## config.mk

```make
export PLATFORM = sky130hd
export DESIGN_NAME = serial_to_parallel_loader_flat
export DESIGN_NICKNAME = d
export VERILOG_FILES = /design/src/rtl/serial_to_parallel_loader_pkg.sv /design/src/rtl/serial_to_parallel_loader_if.sv /design/src/rtl/serial_to_parallel_loader_mod_counter.sv /design/src/rtl/serial_to_parallel_loader.sv /design/src/flat_wrapper.sv
export SDC_FILE = /design/constraint.sdc
export NUM_CORES = 1
export LEC_CHECK = 0
export CAP_MARGIN = 15
export CORE_MARGIN = 3
export CORE_UTILIZATION = 45
export CTS_CLUSTER_SIZE = 24
export DETAILED_ROUTE_END_ITERATION = 7
export GPL_TIMING_DRIVEN = 1
export HOLD_SLACK_MARGIN = 0.15
export PLACE_DENSITY = 0.7
export SLEW_MARGIN = 20
export SYNTH_ARGS = -nofsm -noshare
export SYNTH_HDL_FRONTEND = slang
export SYNTH_SLANG_ARGS = --single-unit
```

## constraint.sdc

```tcl
create_clock -name clk -period 2.7 [get_ports clk]
set_clock_uncertainty 0.05 [all_clocks]
set_input_delay 0.27 -clock clk [delete_from_list [all_inputs] [get_ports clk]]
set_output_delay 0.27 -clock clk [all_outputs]
set_load 0.02 [all_outputs]
```

## src/rtl/serial_to_parallel_loader_pkg.sv

```systemverilog
// Shared definitions for the serial-to-parallel loader: FSM state codes and a
// constant ceiling-log2 helper used to size the bit counter.
package fsd_pkg;

    localparam logic [1:0] ST_IDLE  = 2'd0;
    localparam logic [1:0] ST_SHIFT = 2'd1;
    localparam logic [1:0] ST_FULL  = 2'd2;

    // Ceiling log2, never less than 1 so a counter always has at least one bit.
    function automatic int clog2(input int value);
        int result;
        int remaining;
        result    = 0;
        remaining = value - 1;
        while (remaining > 0) begin
            result    = result + 1;
            remaining = remaining >> 1;
        end
        if (result < 1) begin
            result = 1;
        end
        return result;
    endfunction

endpackage

```

## src/rtl/serial_to_parallel_loader_if.sv

```systemverilog
// Handshake bundle between the serial producer, the loader and the downstream
// data register. The loader uses the slave view, the producer/consumer side
// uses the master view.
interface serial_to_parallel_loader_if
    import fsd_pkg::*;
#(
    parameter int NBITS = 16
) ();

    localparam int CNTW = clog2(NBITS);

    logic             ser_in;
    logic             ser_valid;
    logic             ser_ready;
    logic [NBITS-1:0] data_out;
    logic             data_valid;
    logic             data_ready;
    logic [CNTW-1:0]  bit_count;

    modport slave (
        input  ser_in,
        input  ser_valid,
        output ser_ready,
        output data_out,
        output data_valid,
        input  data_ready,
        output bit_count
    );

    modport master (
        output ser_in,
        output ser_valid,
        input  ser_ready,
        input  data_out,
        input  data_valid,
        output data_ready,
        input  bit_count
    );

endinterface

```

## src/rtl/serial_to_parallel_loader_mod_counter.sv

```systemverilog
// Modulo-MOD up counter with synchronous clear. The wrap output marks the
// enabled step that takes the count from MOD-1 back to 0.
module mod_counter #(
    parameter int MOD = 16,
    parameter int W   = 4
) (
    input  logic         clk,
    input  logic         rst,
    input  logic         clr,
    input  logic         en,
    output logic [W-1:0] cnt,
    output logic         wrap
);

    logic [W-1:0] cnt_q;
    logic         atLast;

    assign atLast = (cnt_q == W'(MOD - 1));
    assign wrap   = en && atLast;
    assign cnt    = cnt_q;

    // Count enabled steps, folding back to zero after the last value.
    always_ff @(posedge clk or negedge rst) begin
        if (!rst) begin
            cnt_q <= '0;
        end else if (clr) begin
            cnt_q <= '0;
        end else if (en) begin
            cnt_q <= atLast ? '0 : cnt_q + W'(1);
        end
    end

endmodule

```

## src/rtl/serial_to_parallel_loader.sv

```systemverilog
// Deserializer feeding the N-bit data register: shifts in handshaked serial
// bits and presents each completed word on a held output register with
// valid/ready backpressure. A bit may be accepted in the same cycle the
// pending word is consumed, so back-to-back words stream at 1 bit per clock.
module serial_to_parallel_loader
    import fsd_pkg::*;
#(
    parameter int NBITS     = 16,
    parameter bit MSB_FIRST = 1'b1
) (
    input  logic                        clk,
    input  logic                        rst,
    input  logic                        clr,
    serial_to_parallel_loader_if.slave  bus
);

    localparam int CNTW = clog2(NBITS);

    logic [1:0]       state_q;
    logic [1:0]       state_d;
    logic [NBITS-1:0] shreg_q;
    logic [NBITS-1:0] dataOut_q;
    logic [NBITS-1:0] shifted;
    logic [CNTW-1:0]  bitCount;
    logic             dataValid;
    logic             serReady;
    logic             bitAccept;
    logic             wordAccept;
    logic             countEn;
    logic             wrap;

    // A pending word exists exactly when the FSM sits in FULL.
    assign dataValid  = (state_q == ST_FULL);
    assign serReady   = !dataValid || bus.data_ready;
    assign bitAccept  = bus.ser_valid && serReady;
    assign wordAccept = dataValid && bus.data_ready;
    assign countEn    = bitAccept && !clr;

    assign bus.ser_ready  = serReady;
    assign bus.data_valid = dataValid;
    assign bus.data_out   = dataOut_q;
    assign bus.bit_count  = bitCount;

    // Shift register contents after taking in the current serial bit.
    generate
        if (MSB_FIRST) begin : gen_msb_first
            assign shifted = (shreg_q << 1) | NBITS'(bus.ser_in);
        end else begin : gen_lsb_first
            assign shifted = (shreg_q >> 1) | {bus.ser_in, {(NBITS-1){1'b0}}};
        end
    endgenerate

    mod_counter #(
        .MOD (NBITS),
        .W   (CNTW)
    ) u_bit_counter (
        .clk  (clk),
        .rst  (rst),
        .clr  (clr),
        .en   (countEn),
        .cnt  (bitCount),
        .wrap (wrap)
    );

    // Next-state logic; a bit arriving while the old word is consumed starts the next word.
    always_comb begin
        state_d = state_q;
        if (clr) begin
            state_d = ST_IDLE;
        end else begin
            case (state_q)
                ST_IDLE: begin
                    if (bitAccept) begin
                        state_d = ST_SHIFT;
                    end
                end
                ST_SHIFT: begin
                    if (wrap) begin
                        state_d = ST_FULL;
                    end
                end
                ST_FULL: begin
                    if (wordAccept) begin
                        state_d = bitAccept ? ST_SHIFT : ST_IDLE;
                    end
                end
                default: begin
                    state_d = ST_IDLE;
                end
            endcase
        end
    end

    // State register.
    always_ff @(posedge clk or negedge rst) begin
        if (!rst) begin
            state_q <= ST_IDLE;
        end else begin
            state_q <= state_d;
        end
    end

    // Shift register collects the partial word; clear discards it.
    always_ff @(posedge clk or negedge rst) begin
        if (!rst) begin
            shreg_q <= '0;
        end else if (clr) begin
            shreg_q <= '0;
        end else if (bitAccept) begin
            shreg_q <= shifted;
        end
    end

    // Output word register, loaded only when the final bit of a word is taken.
    always_ff @(posedge clk or negedge rst) begin
        if (!rst) begin
            dataOut_q <= '0;
        end else if (wrap) begin
            dataOut_q <= shifted;
        end
    end

endmodule

```

## src/flat_wrapper.sv

```systemverilog
// flat-port wrapper written by rule: the top's interface ports become plain ports
module serial_to_parallel_loader_flat import fsd_pkg::*;
#(
    parameter int NBITS     = 16,
    parameter bit MSB_FIRST = 1'b1
)
  (clk, rst, clr, bus_ser_in, bus_ser_valid, bus_ser_ready, bus_data_out, bus_data_valid, bus_data_ready, bus_bit_count);
  serial_to_parallel_loader_if #(.NBITS(NBITS)) bus_i ();
  input  logic clk;
  input  logic rst;
  input  logic clr;
  input wire logic [$bits(bus_i.ser_in)-1:0] bus_ser_in;
  input wire logic [$bits(bus_i.ser_valid)-1:0] bus_ser_valid;
  output wire logic [$bits(bus_i.ser_ready)-1:0] bus_ser_ready;
  output wire logic [$bits(bus_i.data_out)-1:0] bus_data_out;
  output wire logic [$bits(bus_i.data_valid)-1:0] bus_data_valid;
  input wire logic [$bits(bus_i.data_ready)-1:0] bus_data_ready;
  output wire logic [$bits(bus_i.bit_count)-1:0] bus_bit_count;
  assign bus_i.ser_in = bus_ser_in;
  assign bus_i.ser_valid = bus_ser_valid;
  assign bus_ser_ready = bus_i.ser_ready;
  assign bus_data_out = bus_i.data_out;
  assign bus_data_valid = bus_i.data_valid;
  assign bus_i.data_ready = bus_data_ready;
  assign bus_bit_count = bus_i.bit_count;
  serial_to_parallel_loader #(.NBITS(NBITS), .MSB_FIRST(MSB_FIRST)) u_core (.clk(clk), .rst(rst), .clr(clr), .bus(bus_i));
endmodule
```

# ---- Yosys cells after proc, flatten, opt, wreduce, memory -nomap -nowiden
# Index checks and enable logic that the tools add are counted.
dict set report totals {
  regBits 37
  latch_bits 0
  ram_bits 0
  mem_bits_ro 0
  in_bits 6
  output_inout_bits 22
  wordCells 34
  mem_count 0
}
dict set report classes {
  n_addsub 1
  multipliers 0
  n_div 0
  n_lt_le_gt_ge 0
  n_eq_ne 6
  shift 0
  muxes 11
  n_bitwise 1
  reduce_logical 11
}
# operator n
set ops {}
lappend ops {{$mux W15} 2}
lappend ops {{$or A16 B1 Y16} 1}
lappend ops {{$mux W4} 3}
lappend ops {{$mux W2} 4}
lappend ops {{$ne A3 B3 Y1 const B} 2}
lappend ops {{$pmux W2 S3} 1}
lappend ops {{$add A4 B1 Y4 const B} 1}
lappend ops {{$eq A4 B4 Y1 const B} 1}
lappend ops {{$logic_and A1 B1 Y1} 4}
lappend ops {{$reduce_bool A2 Y1} 2}
lappend ops {{$ne A3 B2 Y1 const B} 1}
lappend ops {{$reduce_and A3 Y1} 1}
lappend ops {{$eq A2 B1 Y1 const B} 1}
lappend ops {{$eq A2 B2 Y1 const B} 1}
lappend ops {{$logic_not A1 Y1} 2}
lappend ops {{$logic_not A2 Y1} 1}
lappend ops {{$logic_or A1 B1 Y1} 1}
lappend ops {{$mux W1} 1}

# ---- Longest topological paths before layout
dict set report depth {
  depth_word 9
  depth_mapped 5
  depth_no_buf 4
}

# ---- Modules after synthesis
# A second synthesis with hierarchy kept.
dict set report unflattened {
  hier_cells 102
  area_unflattened_um2 1453.9
}
# mod n_inst cells_each area_per_inst_um2 seq_area_each_um2
set by_module_without_submodules {}
lappend by_module_without_submodules {serial_to_parallel_loader 1 80 1248.7 825.8}
lappend by_module_without_submodules {mod_counter 1 22 205.2 100.1}

# ---- Least setup slack after synthesis
# No wires, ideal clock.
dict set report synth_path {
  kind {register to register}
  from {register u_core.u_bit_counter.cnt_q[0], in the netlist u_core.u_bit_counter.cnt[0]}
  to {register u_core.dataOut_q[10], in the netlist u_core.bus.data_out[10]}
  arrival_ps 1759
  t_required_ps 2525
  slack_ps 766
  stages_incl_launch_ff 6
  period_less_slack_ps 1934
  path_cell_list {dfrtp_1 ha_1 and3_1 nor3b_4 buf_6 mux2_2}
}
dict set report synth_via {
  elab_chain_len 2
}
# item line_no
set synth_lines {}
lappend synth_lines {{from (decl)} serial_to_parallel_loader_mod_counter.sv:15} ;# logic [W-1:0] cnt_q;
lappend synth_lines {{from (signal assigned)} serial_to_parallel_loader_mod_counter.sv:29} ;# cnt_q <= atLast ? '0 : cnt_q + W'(1);
lappend synth_lines {{$eq A4 B4 Y1} serial_to_parallel_loader_mod_counter.sv:18} ;# assign atLast = (cnt_q == W'(MOD - 1));
lappend synth_lines {{$logic_and A1 B1 Y1} serial_to_parallel_loader_mod_counter.sv:19} ;# assign wrap = en && atLast;
lappend synth_lines {{to (signal assigned)} serial_to_parallel_loader.sv:119} ;# dataOut_q <= shifted;
lappend synth_lines {{to (decl)} serial_to_parallel_loader.sv:22} ;# logic [NBITS-1:0] dataOut_q;
# No other way between the ends.
# A chain may end at the register's enable or synchronous reset.

# ---- Final worst setup path
dict set report layout_path {
  from {register u_core.state_q[0]}
  to {output bus_ser_ready}
}
dict set report layout_via {
  elab_chain_len 3
}
# item line_no
set layout_lines {}
lappend layout_lines {{from (decl)} serial_to_parallel_loader.sv:19} ;# logic [1:0] state_q;
lappend layout_lines {{from (signal assigned)} serial_to_parallel_loader.sv:99} ;# state_q <= state_d;
lappend layout_lines {{$eq A2 B2 Y1} serial_to_parallel_loader.sv:33} ;# assign dataValid = (state_q == ST_FULL);
lappend layout_lines {{$logic_not A1 Y1} serial_to_parallel_loader.sv:34} ;# assign serReady = !dataValid || bus.data_ready;
lappend layout_lines {{$logic_or A1 B1 Y1} serial_to_parallel_loader.sv:34}
lappend layout_lines {{to (decl)} flat_wrapper.sv:14} ;# output wire logic [$bits(bus_i.ser_ready)-1:0] bus_ser_ready;
# No other way between the ends.

==> results.toml <==
[outcome]
status = "complete, no violations"

[route]
dr.pass1.iters = 4
vias = 945
wire_per_inst_um = 15.1
drc = 0
drt-total-wl_um = 2700
drt-vias-per-instance = 5.28
drt_iter0_drc = 46
postRouteAntennaNets = 0

[timing]
clock.fmax_ghz = 0.452
fin_hold_ws_ps = 272
period_share = 0.819
max_slew_margin = 0.696
setup_tns_ps = 0
rsz0062_at_grt = "false"
min_period_ps = 2210
slew_viol_final = 0
setup_viol = 0
hold_violations = 0
max_slew.worst_pin.slew_ps = 455

[floorplan]
start_util = 0.483
fp.dieW_um = 63.7
rows = 20
die_area_um2 = 4060
io_pins = 28
core_um2 = 3100
dieHeight_um = 63.7

[global_routing]
grt_pass1_vias = 964
gr-total-overflow = 0
antenna_found_initial = 0
grt_pass1_wl_um = 4620
groute.usage.overall = 0.149
grt_max_degree = 38

[job]
maxCapViolations = 0

[critical_path]
crit_type = "reg -> out"
critPathMaxStageDelay_ps = 550
worstPathArrival_ps = 1890
endpoint_kind = "primary output"
cp_cell_sequence = "nor3b_4 -> inv_4 -> clkdlybuf4s50_1"
crit_required_ps = 2380
start_kind = "register"
crit_slowest_cell = "clkdlybuf4s50_1"
cp_max_fo = 7

[cells_and_area]
area_growth_pct = 24.8
num_antenna_cells = 0
fin_nets = 141
fill_cells = 276
drive_above_1_share = 0.363
layout.cells.non_filler = 179
final_core_util = 0.603

[yosys]
syn_area_per_cell_um2 = 15.0
syn_inst = 100
synth_top_area_cell = "dfrtp_1"
synth_area_leaders = "dfrtp_1 (62%), mux2_2 (12%), a22o_2 (11%)"
synth_most_common_cell = "dfrtp_1"
synth_top_area_frac = 0.618
ys_seq_elements = 37
synth_area_um2 = 1500
synthDistinctLibCells = 25
syn_nets = 107
synth_common_cells = "dfrtp_1 (37), a22o_2 (17), mux2_2 (16), a21oi_1 (4), nand2_1 (3)"
synth-edff-count = 0
yosysSeqAreaShare = 0.618
synthArstFlopShare = 1.00
synth_flop_cell = "dfrtp_1"
ys.warnings.count = 0

[clocking]
root_buffer = "clkbuf_4"
clockBufferDepth = 2
cts_tree = "yes"
cts_hold_buf = 0
cts-resized-gates = 0
clk_pin_slew_ps = 100
cts_buffers = 5
htree_levels = 2
cts_sinks = 37
insertion_delay_ps = 340
post_cts_buffers = 0

[pwr]
p_sw_uw = 208
pwr-share-comb = 0.058
vdd_drop_max_v = 0.000291
p_clk_frac = 0.307
power.total_uw = 891
p_int_uw = 683
p_seq_frac = 0.635
p_per_area_nw_per_um2 = 477
leakage_nw = 0.864
switching_share = 0.234

[worst_hold_path]
hp-class = "in -> async"

[placement]
gp_congestion = 0.750
placed_cells = 171
hpwl_um = 1770
io_buffers = 27
[sequential cells by signal (all words and copies together) (netlist names)]
| name | cells |
|---|---|
| u_core.bus.data_out | 16 |
| u_core.state_q | 2 |
| u_core.u_bit_counter.cnt | 4 |
| u_core.shreg_q | 15 |
[metrics by stage]
step / worst slack (ps) / area [um^2]
floorplan: 766 / 1500
global placement: 634 / 1820
detailed placement: 573 / 1820
CTS: 466 / 1870
global route: 383 / 1870
finish: 490 / 1870
[routing by layer]
layer,up-vias,routed length [um],global-route usage
li1,437,-,-
met1,477,1310,0.191
met2,27,1200,0.222
met3,4,161,0.0499
met4,0,27,0.0809
met5,-,0,0
[power groups by stage]
stage	registers, mW	logic [mW]	clock network [mW]
6_report	0.566	0.0514	0.274
5_1_grt	0.567	0.0571	0.305
4_1_cts	0.566	0.0525	0.287
3_5_place_dp	0.577	0.0521	0
3_3_place_gp	0.576	0.0516	0
2_1_floorplan	0.579	0.0203	0
[critical path, delay by kind of cell (launching register included)]
family        cells  cell delay, ps
simple gates      1             460
buf+inv           2             630
flops             1             460
[worst paths after layout]
check / start / to / slack (ps) / cells after the start
setup reg to reg: u_core.u_bit_counter.cnt[0]$_DFFE_PN0P_ / u_core.bus.data_out[14]$_DFFE_PN0P_ / 870 / 5
min in group clk: u_core.bus.data_out[6]$_DFFE_PN0P_ / u_core.bus.data_out[6]$_DFFE_PN0P_ / 460 / 1
hold / removal: rst / u_core.bus.data_out[4]$_DFFE_PN0P_ / 270 / 2
max in group asynchronous: rst / u_core.bus.data_out[13]$_DFFE_PN0P_ / 2000 / 2
setup / recovery: u_core.state_q[0]$_DFFE_PN0P_ / bus_ser_ready / 490 / 3
hold reg to reg: u_core.bus.data_out[6]$_DFFE_PN0P_ / u_core.bus.data_out[6]$_DFFE_PN0P_ / 460 / 1
[layout by cell type (no fill, tap or decap)]
master | netlist | routed
dfrtp_1 | 37 | 37
clkdlybuf4s50_1 | 0 | 27
a22o_2 | 17 | 17
mux2_2 | 16 | 16
clkbuf_4 | 0 | 5
a21oi_1 | 4 | 4
buf_4 | 0 | 4
nand2_1 | 3 | 3
clkbuf_1 | 0 | 3
nor2_1 | 2 | 2
nor3b_4 | 2 | 2
inv_1 | 1 | 1
inv_4 | 1 | 1
a21oi_4 | 1 | 1
nand2b_1 | 1 | 1
nor2_2 | 1 | 1
o21ai_0 | 1 | 1
or3_2 | 1 | 1
and3_1 | 1 | 1
o31ai_1 | 1 | 1
or4_2 | 1 | 1
a21o_1 | 1 | 1
o22ai_1 | 1 | 1
a211oi_1 | 1 | 1
nand4_1 | 1 | 1
ha_1 | 1 | 1
[cell type report]
type                    instances  area [um^2]  area share
inverters                       2         10.0     0.00535
multi-input cells              57          531       0.284
flip-flops and latches         37          926       0.495
well taps                      44         55.1      0.0294
clock buffers                   8         48.8      0.0261
repair buffers                 31          300       0.161
[cells by family after synthesis]
kind of cell / Yosys count / share of synthesized area
AO/OA/AOI/OAI: 27 / 0.160
adder cells (fa/ha/maj): 1 / 0.00835
buffers and inverters: 6 / 0.0284
flip-flops: 37 / 0.618
multiplexers: 16 / 0.120
AND/OR/NAND/NOR: 13 / 0.0651
Power figures use the tool's default switching activity.
==> variant, RTL diff (same flow settings) <==
`NBITS` is set to 16 in 3 places; all go to 18.
--- a/src/rtl/serial_to_parallel_loader_if.sv
+++ b/src/rtl/serial_to_parallel_loader_if.sv
@@ -4,7 +4,7 @@
 interface serial_to_parallel_loader_if
     import fsd_pkg::*;
 #(
-    parameter int NBITS = 16
+    parameter int NBITS = 18
 ) ();
 
     localparam int CNTW = clog2(NBITS);
--- a/src/rtl/serial_to_parallel_loader.sv
+++ b/src/rtl/serial_to_parallel_loader.sv
@@ -5,7 +5,7 @@
 module serial_to_parallel_loader
     import fsd_pkg::*;
 #(
-    parameter int NBITS     = 16,
+    parameter int NBITS     = 18,
     parameter bit MSB_FIRST = 1'b1
 ) (
     input  logic                        clk,
--- a/src/flat_wrapper.sv
+++ b/src/flat_wrapper.sv
@@ -1,7 +1,7 @@
 // flat-port wrapper written by rule: the top's interface ports become plain ports
 module serial_to_parallel_loader_flat import fsd_pkg::*;
 #(
-    parameter int NBITS     = 16,
+    parameter int NBITS     = 18,
     parameter bit MSB_FIRST = 1'b1
 )
   (clk, rst, clr, bus_ser_in, bus_ser_valid, bus_ser_ready, bus_data_out, bus_data_valid, bus_data_ready, bus_bit_count);
Ports: changed (resized bus_bit_count and bus_data_out); port bits go from 28 to 31. The function was not compared with the original's and may differ.
==> variant against the original RTL <==
Area after synthesis is 15% higher; cell area is 17% higher; count of clock-buffer cells in the layout is 2 lower; power is 34% higher; routed wire length is 15% higher; sequential cell count is 5 higher; highest routed layer unchanged; combinational power is 20% higher; via count is 16% higher; setup slack better by 29 ps.
==> variant: results (changes against the original RTL) <==
* Synth area leaders: dfrtp_1, mux2_2, a22o_1, ha_1, buf_6 (was dfrtp_1, mux2_2, a22o_2, nor3b_4, buf_6)
* Met2 wire len at 1460 um (was 1200 um)
* Pre-CTS setup slack at 379 ps (was 573 ps)
* Mux share of post-synthesis cell area at 0.124 (was 0.120)
* Clk_buf instances at 6 (was 8)
* Synth cell count leaders: dfrtp_1, mux2_2, a22o_1 (was dfrtp_1, a22o_2, mux2_2)
* Vias per std cell at 5.41 (was 5.28)
* 1st-iter DRT viols at 77 (was 46)
* Fraction of area in multi-input gates at 0.282 (was 0.284)
* Cts repair resizes at 0 (unchanged)
* Layout clock area frac at 0.0504 (was 0.0261)
* P_leak at 1.01 nW (was 0.864 nW)
* Total GRT Usage at 0.160 (was 0.149)
* Bufs w/o clock at 34 (was 31)
* Syn nets at 127 (was 107)
* Register area share after synthesis at 0.611 (was 0.618)
* Multi-input gates at 67 (was 57)
* Compound-Gate Fraction of Synth Area at 0.140 (was 0.160)
* R2R depth at 6 (was 5)
* # nets final at 164 (was 141)
* First-pass GRT wire length at 5290 um (was 4620 um)
* Max-area cell class: sequential cells (unchanged)
* Status: complete, no violations (unchanged)
* R2R Path End: u_core.bus.data_out[15] (was u_core.bus.data_out[14])
* Max reg flops at 18 (was 16)
* Max IR drop VDD at 382 uV (was 291 uV)
* Hold endpoint: u_core.bus.data_out[14]
* Synth cell types at 30 (was 25)
* Hold crit path type: register to register (was primary input to async pin)
* Clock transition at path regs at 80 ps (was 100 ps)
* Wl on met1 at 1400 um (was 1310 um)
* Worst slew margin at 0.399 (was 0.696)
* M3 GR Usage at 0.0460 (was 0.0499)
* Non-clock buffering overhead at 0.150 (was 0.161)
* I/O Buffers at 30 (was 27)
* Non-clock inverter count in the final layout at 6 (was 2)
* Met3 wire length at 155 um (was 161 um)
* RePlAce Congestion at 0.803 (was 0.750)
* Crit path time final at 2180 ps (was 2210 ps)
* CP startpoint: u_core.state_q[0] (unchanged)
* Share of layout cells above drive strength 1 at 0.236 (was 0.363)
* GR Layer Usage met2 at 0.225 (was 0.222)
* Hold_buf cts at 1 (was 0)
* CP max FO at 7 (unchanged)
* Fillers at 264 (was 276)
* Synth Area in Adders at 0.0145 (was 0.00835)
* Initial antenna violation count at 0 (unchanged)
* R2R Path Start: u_core.u_bit_counter.cnt[1] (was u_core.u_bit_counter.cnt[0])
* Register share of the cell area at 0.481 (was 0.495)
* CTS sink cnt at 42 (was 37)
* WL per Instance at 15.3 um (was 15.1 um)
* Clock latency on the worst-skew pair at 290 ps (was 340 ps)
* Clock root buffer: clkbuf_8 (was clkbuf_4)
* Critical path data arrival time at 1860 ps (was 1890 ps)
* GR Layer Usage met1 at 0.215 (was 0.191)
* HPWL after detailed placement at 2070 um (was 1770 um)
* Largest net degree at the start of global routing at 43 (was 38)
* Vias in the first global route at 1103 (was 964)
==> variant: stage by stage <==
stage / utilization / power (W) / hold WS, ps / cells / area [um^2]
6_report: 0.625 / 0.00119 / 458 / 203 / 2190
3_3_place_gp: 0.590 / 0.000714 / 392 / 194 / 2060
2_1_floorplan: - / 0.000683 / -75.6 / 119 / 1720
5_1_grt: 0.625 / 0.00124 / 484 / 203 / 2190
4_1_cts: 0.625 / 0.00120 / 462 / 203 / 2180
3_5_place_dp: 0.590 / 0.000716 / 400 / 194 / 2060
==> variant: where the power goes <==
part | switching (W) | internal (W) | leakage (nW) | total, W
clock | 0.000215 | 0.000276 | 0.0514 | 0.000491
combinational | 0.0000382 | 0.0000235 | 0.372 | 0.0000617
sequential | 0.00000780 | 0.000634 | 0.583 | 0.000642
==> variant: worst max-delay path: stages (launching register included) <==
cell             delay, ps
dfrtp_1                450
nor3b_4                420
inv_2                  130
clkdlybuf4s50_1        560
